[config.mk]
export PLATFORM = sky130hd
export DESIGN_NAME = ec2_program_loader
export DESIGN_NICKNAME = d
export VERILOG_FILES = /design/src/rtl/ec2_program_loader.sv
export SDC_FILE = /design/constraint.sdc
export NUM_CORES = 1
export LEC_CHECK = 0
export BUFFER_PORTS_ARGS = -buffer_cell sky130_fd_sc_hd__clkbuf_2
export CORE_MARGIN = 2
export CORE_UTILIZATION = 39
export DETAILED_ROUTE_END_ITERATION = 16
export SETUP_SLACK_MARGIN = 0.02
export SLEW_MARGIN = 20
export SYNTH_ARGS = -nofsm -noshare
export SYNTH_HDL_FRONTEND = slang
export SYNTH_SLANG_ARGS = --single-unit
[constraint.sdc]
create_clock -name Clock -period 1.8 [get_ports Clock]
set_input_delay 0.36 -clock Clock [delete_from_list [all_inputs] [get_ports Clock]]
set_output_delay 0.36 -clock Clock [all_outputs]
set_load 0.005 [all_outputs]
[src/rtl/ec2_program_loader.sv]
// ec2_program_loader: front-end sequencer for the EC2 32x8 instruction/data memory.
// It loads words from the Input switches one Enter press at a time. Finish back-fills
// the remaining addresses with FILL_VALUE. The CPU is held in reset until the memory
// image is complete.
module ec2_program_loader #(
  parameter int                ADDR_W      = 5,
  parameter int                DATA_W      = 8,
  parameter int                DEPTH       = 32,
  parameter int                SYNC_STAGES = 2,
  parameter logic [DATA_W-1:0] FILL_VALUE  = 8'h00
) (
  input  logic              Clock,
  input  logic              Reset,
  input  logic              Load_req,
  input  logic              Run_req,
  input  logic              Enter,
  input  logic              Finish,
  input  logic [DATA_W-1:0] Input,
  output logic              Mem_we,
  output logic [ADDR_W-1:0] Mem_addr,
  output logic [DATA_W-1:0] Mem_data,
  output logic              Cpu_reset,
  output logic              Loading,
  output logic              Done,
  output logic [ADDR_W:0]   Count
);

  typedef enum logic [2:0] {
    IDLE,
    WAIT_PRESS,
    WRITE,
    WAIT_RELEASE,
    FILL,
    RUN
  } state_t;

  localparam logic [ADDR_W-1:0] LAST_ADDR = ADDR_W'(DEPTH - 1);
  localparam logic [ADDR_W:0]   MAX_COUNT = (ADDR_W + 1)'(DEPTH);

  state_t                 state;
  logic [SYNC_STAGES-1:0] enter_sync;
  logic [SYNC_STAGES-1:0] finish_sync;
  logic                   enter_prev;
  logic                   finish_prev;
  logic                   enter_level;
  logic                   enter_edge;
  logic                   finish_edge;

  // Bring the raw pushbuttons into the clock domain and remember their last synchronised level.
  // NOTE: sequential state uses non-blocking assignments so every flop samples pre-edge values.
  always_ff @(posedge Clock or posedge Reset) begin
    if (Reset) begin
      enter_sync  <= '0;
      finish_sync <= '0;
      enter_prev  <= 1'b0;
      finish_prev <= 1'b0;
    end else begin
      enter_sync  <= {enter_sync[SYNC_STAGES-2:0], Enter};
      finish_sync <= {finish_sync[SYNC_STAGES-2:0], Finish};
      enter_prev  <= enter_sync[SYNC_STAGES-1];
      finish_prev <= finish_sync[SYNC_STAGES-1];
    end
  end

  // A key press becomes a single-cycle event on the rising edge of its synchronised level.
  always_comb begin
    enter_level = enter_sync[SYNC_STAGES-1];
    enter_edge  = enter_level & ~enter_prev;
    finish_edge = finish_sync[SYNC_STAGES-1] & ~finish_prev;
  end

  // Loader FSM. All outputs are registered and change together with the state.
  always_ff @(posedge Clock or posedge Reset) begin
    if (Reset) begin
      state     <= IDLE;
      Mem_we    <= 1'b0;
      Mem_addr  <= '0;
      Mem_data  <= '0;
      Cpu_reset <= 1'b1;
      Loading   <= 1'b0;
      Done      <= 1'b0;
      Count     <= '0;
    end else begin
      case (state)
        IDLE: begin
          if (Load_req) begin
            state    <= WAIT_PRESS;
            Mem_addr <= '0;
            Count    <= '0;
            Loading  <= 1'b1;
          end else if (Run_req) begin
            state     <= RUN;
            Cpu_reset <= 1'b0;
            Done      <= 1'b1;
          end
        end

        WAIT_PRESS: begin
          // Enter wins over a Finish event arriving on the same edge; that Finish is dropped.
          if (enter_edge) begin
            state    <= WRITE;
            Mem_we   <= 1'b1;
            Mem_data <= Input;
          end else if (finish_edge) begin
            state    <= FILL;
            Mem_we   <= 1'b1;
            Mem_data <= FILL_VALUE;
          end
        end

        WRITE: begin
          Mem_we <= 1'b0;
          if (Count != MAX_COUNT) begin
            Count <= Count + (ADDR_W + 1)'(1);
          end
          if (Mem_addr == LAST_ADDR) begin
            state     <= RUN;
            Cpu_reset <= 1'b0;
            Loading   <= 1'b0;
            Done      <= 1'b1;
          end else begin
            Mem_addr <= Mem_addr + ADDR_W'(1);
            state    <= WAIT_RELEASE;
          end
        end

        WAIT_RELEASE: begin
          // A held key must be released before it can commit another word.
          if (!enter_level) begin
            state <= WAIT_PRESS;
          end
        end

        FILL: begin
          if (Mem_addr == LAST_ADDR) begin
            state     <= RUN;
            Mem_we    <= 1'b0;
            Cpu_reset <= 1'b0;
            Loading   <= 1'b0;
            Done      <= 1'b1;
          end else begin
            Mem_addr <= Mem_addr + ADDR_W'(1);
          end
        end

        RUN: begin
          if (Load_req) begin
            state     <= WAIT_PRESS;
            Mem_addr  <= '0;
            Count     <= '0;
            Cpu_reset <= 1'b1;
            Loading   <= 1'b1;
            Done      <= 1'b0;
          end
        end

        default: begin
          state     <= IDLE;
          Mem_we    <= 1'b0;
          Cpu_reset <= 1'b1;
          Loading   <= 1'b0;
          Done      <= 1'b0;
        end
      endcase
    end
  end

endmodule

==> results.json <==
{
  "critical-path-slowest-cell": "dfrtp_1",
  "firstDrtPassIters": 6,
  "synth_area_per_cell_um2": 10.8,
  "finalSetupViolations": 2,
  "ys_seq_area_share_pct": 50.9,
  "start_util_pct": 40.0,
  "holdBufCountCts": 0,
  "die_x_um": 67.6,
  "cp.depth": 7,
  "coreArea_um2": 3940,
  "cts_tree": "done",
  "clkTransAtPathRegs_ns": 0.06,
  "async_flop_share_pct": 100,
  "synth-edff-count": 0,
  "r2r_end": "Mem_addr[0]",
  "rr_startpoint": "Mem_addr[0]",
  "ios": 37,
  "wl_mm": 3.63,
  "dieArea_um2": 4560,
  "synthCells": 146,
  "cp.required_ns": 1.97,
  "antennaDiodeCount": 0,
  "num_vias": 1355,
  "critical_path.top_delay_family": "simple AND/OR/NAND/NOR gates",
  "syn2layout_area_growth_pct": 34.7,
  "worst-setup-path-type": "flip-flop to flip-flop",
  "setup_ws_ns": -0.0245,
  "overflow": 0,
  "synth.distinct_cells": 38,
  "hold_slack_ns": 0.129,
  "vdd.ir_drop.worst_v": 0.000610,
  "fin_util_pct": 53.8,
  "dp.cells": 246,
  "drive_gt1_share_pct": 41.7,
  "start_kind": "flip-flop",
  "regToRegSetupSlack_ns": -0.02,
  "numCtsBuffers": 5,
  "p_total_mw": 3.46,
  "worst_pin_slew_ns": 0.393,
  "clkSinkCount": 32,
  "slew_headroom_pct": 73.5,
  "cap_viol_max_count": 0,
  "ys_warn_count": 0,
  "netlist_area_um2": 1580,
  "viasPerCell": 5.29,
  "cp-end-kind": "flip-flop",
  "crit_buf_inv": 0,
  "worstPathCellList": "ha_2 -> and3_4 -> ha_4 -> nor4b_4 -> a31oi_2 -> and2_4 -> mux2_4",
  "finalCriticalPeriod_ns": 1.82,
  "fin_worst_skew_ns": 0.00509,
  "grt_max_degree": 33,
  "synth-seq-cells": 32,
  "dp_hpwl_mm": 2.63,
  "preCtsSetupSlack_ns": -0.0787,
  "htreeDepth": 2,
  "fin_crit_sh_pct": 101,
  "cp.arrival_ns": 1.99,
  "rows": 23,
  "grt_pass1_vias": 1316,
  "outcome": "complete, but fails checks",
  "rsz0062_at_grt": "yes",
  "port_buffers": 36,
  "hold_class": "input pin to async pin",
  "wl_per_cell_um": 14.2,
  "worstSkewPairLatency_ns": 0.28,
  "fillers": 369,
  "cpPeakStageDelay_ns": 0.39,
  "crit_path_max_fanout": 4,
  "die_h_um": 67.6,
  "worstSetupStartpoint": "Mem_addr[0]",
  "hold_viol": 0,
  "violations": "setup timing",
  "antenna_left": 0,
  "antenna_found_initial": 0,
  "cts.root.buffer_cell": "clkbuf_8",
  "drtIter0Drc": 62,
  "report.final.slew_viol_count": 0,
  "p_leak_nw": 1.02,
  "synth_nets": 165,
  "max_freq_mhz": 548,
  "synth_ff_type": "dfrtp_1",
  "track_usage_pct": 17.4,
  "reg2regPathDepth": 7,
  "gp_congestion": 0.812,
  "clockBufferDepth": 2,
  "p_per_area_nw_per_um2": 1630,
  "drc": 0,
  "stdcell_count": 256,
  "nNetsFinal": 225,
  "grt_pass1_wl_mm": 5.87
}
==> per-layer routing <==
metal	global-route usage (%)	share of wire, %	vias to the layer above
met5	0	0	-
met4	4.59	1.1	0
met3	4.67	6.1	5
met2	31.4	53	45
met1	20.2	40	655
li1	-	-	650
==> through the flow <==
stage	area [um2]	TNS, ns
floorplan	1620	-0.0973
global placement	1980	-0.0351
detailed placement	1980	-0.183
CTS	2090	-0.00500
global route	2120	-0.585
finish	2120	-0.0472
==> worst reg2reg max path, stage by stage (launching register included) <==
cell and delay, ns:
dfrtp_1 0.39, ha_2 0.18, and3_4 0.18, ha_4 0.17
nor4b_4 0.26, a31oi_2 0.09, and2_4 0.18, mux2_4 0.26
==> synthesized netlist by cell type, types with 3 or more instances <==
library cell,number,area [um2]
a21oi_1,8,40.0
a22o_1,14,123
a31oi_1,3,18.8
dfrtp_1,31,776
ha_1,5,62.6
inv_1,7,26.3
mux2_2,3,33.8
nand2_1,6,22.5
nand2b_1,5,31.3
nand3_1,6,30.0
nor2_1,10,37.5
nor2b_1,5,31.3
nor3_1,3,15.0
o21ai_0,5,25.0
==> registers in the layout, indices dropped and copies added, names as in the netlist <==
signal	cells
finish_sync	2
enter_sync	2
Mem_data	8
Count	6
Loading	1
finish_prev	1
Done	1
state	3
enter_prev	1
Cpu_reset	1
Mem_addr	5
Mem_we	1
==> cell families (layout without fill, tap and decap cells) <==
| logic type | Yosys count | count (layout) | share of synthesized area (%) |
|---|---|---|---|
| and+or+nand+nor | 45 | 45 | 15.5 |
| AOI/OAI and AO/OA | 43 | 43 | 20.3 |
| DFF | 32 | 32 | 50.9 |
| buffers and inverters | 13 | 73 | 3.97 |
| muxes | 6 | 6 | 4.21 |
| adders and majority gates | 5 | 5 | 3.97 |
| xor gates and xnor gates | 2 | 2 | 1.11 |
==> timing repair <==
action | 4_1_cts | 5_1_grt
gates resized for setup | 2 | 7
endpoints found under the setup margin | 5 | 10
setup buffers | 2 | 1
pin swaps | 1 | 4
==> worst max path at each step <==
stage	end
floorplan	Mem_addr[3]
finish	Mem_addr[0]
global placement	Mem_addr[3]
detailed placement	Mem_addr[3]
CTS	Mem_addr[0]
global route	Mem_addr[3]
==> final cells by class <==
cell class                      count  area (um2)  share of cell area (%)
Inverter                            7        26.3                    1.24
Clock buffer                        7        96.3                    4.54
Sequential cell                    32         802                    37.8
Timing Repair Buffer               59         360                    17.0
Tap cell                           50        62.6                    2.95
Multi-Input combinational cell    101         774                    36.5
==> where the power goes <==
part | internal, mW | total (mW) | switching, mW
clock network | 0.340 | 0.590 | 0.250
registers | 0.952 | 1.12 | 0.168
logic | 0.914 | 1.75 | 0.838
==> placed cells by master, fill, tap and decap left out, drive strengths merged, types with 3 or more instances in the layout <==
master  count
nor2       10
ha          5
nor2b       5
buf        23
dfrtp      31
mux2        5
nand2b      5
a21oi      10
a22o       14
nor3        4
clkbuf     43
o21ai       5
a31oi       3
nand2       6
nand3       6
inv         7
Power figures use the tool's default switching activity.
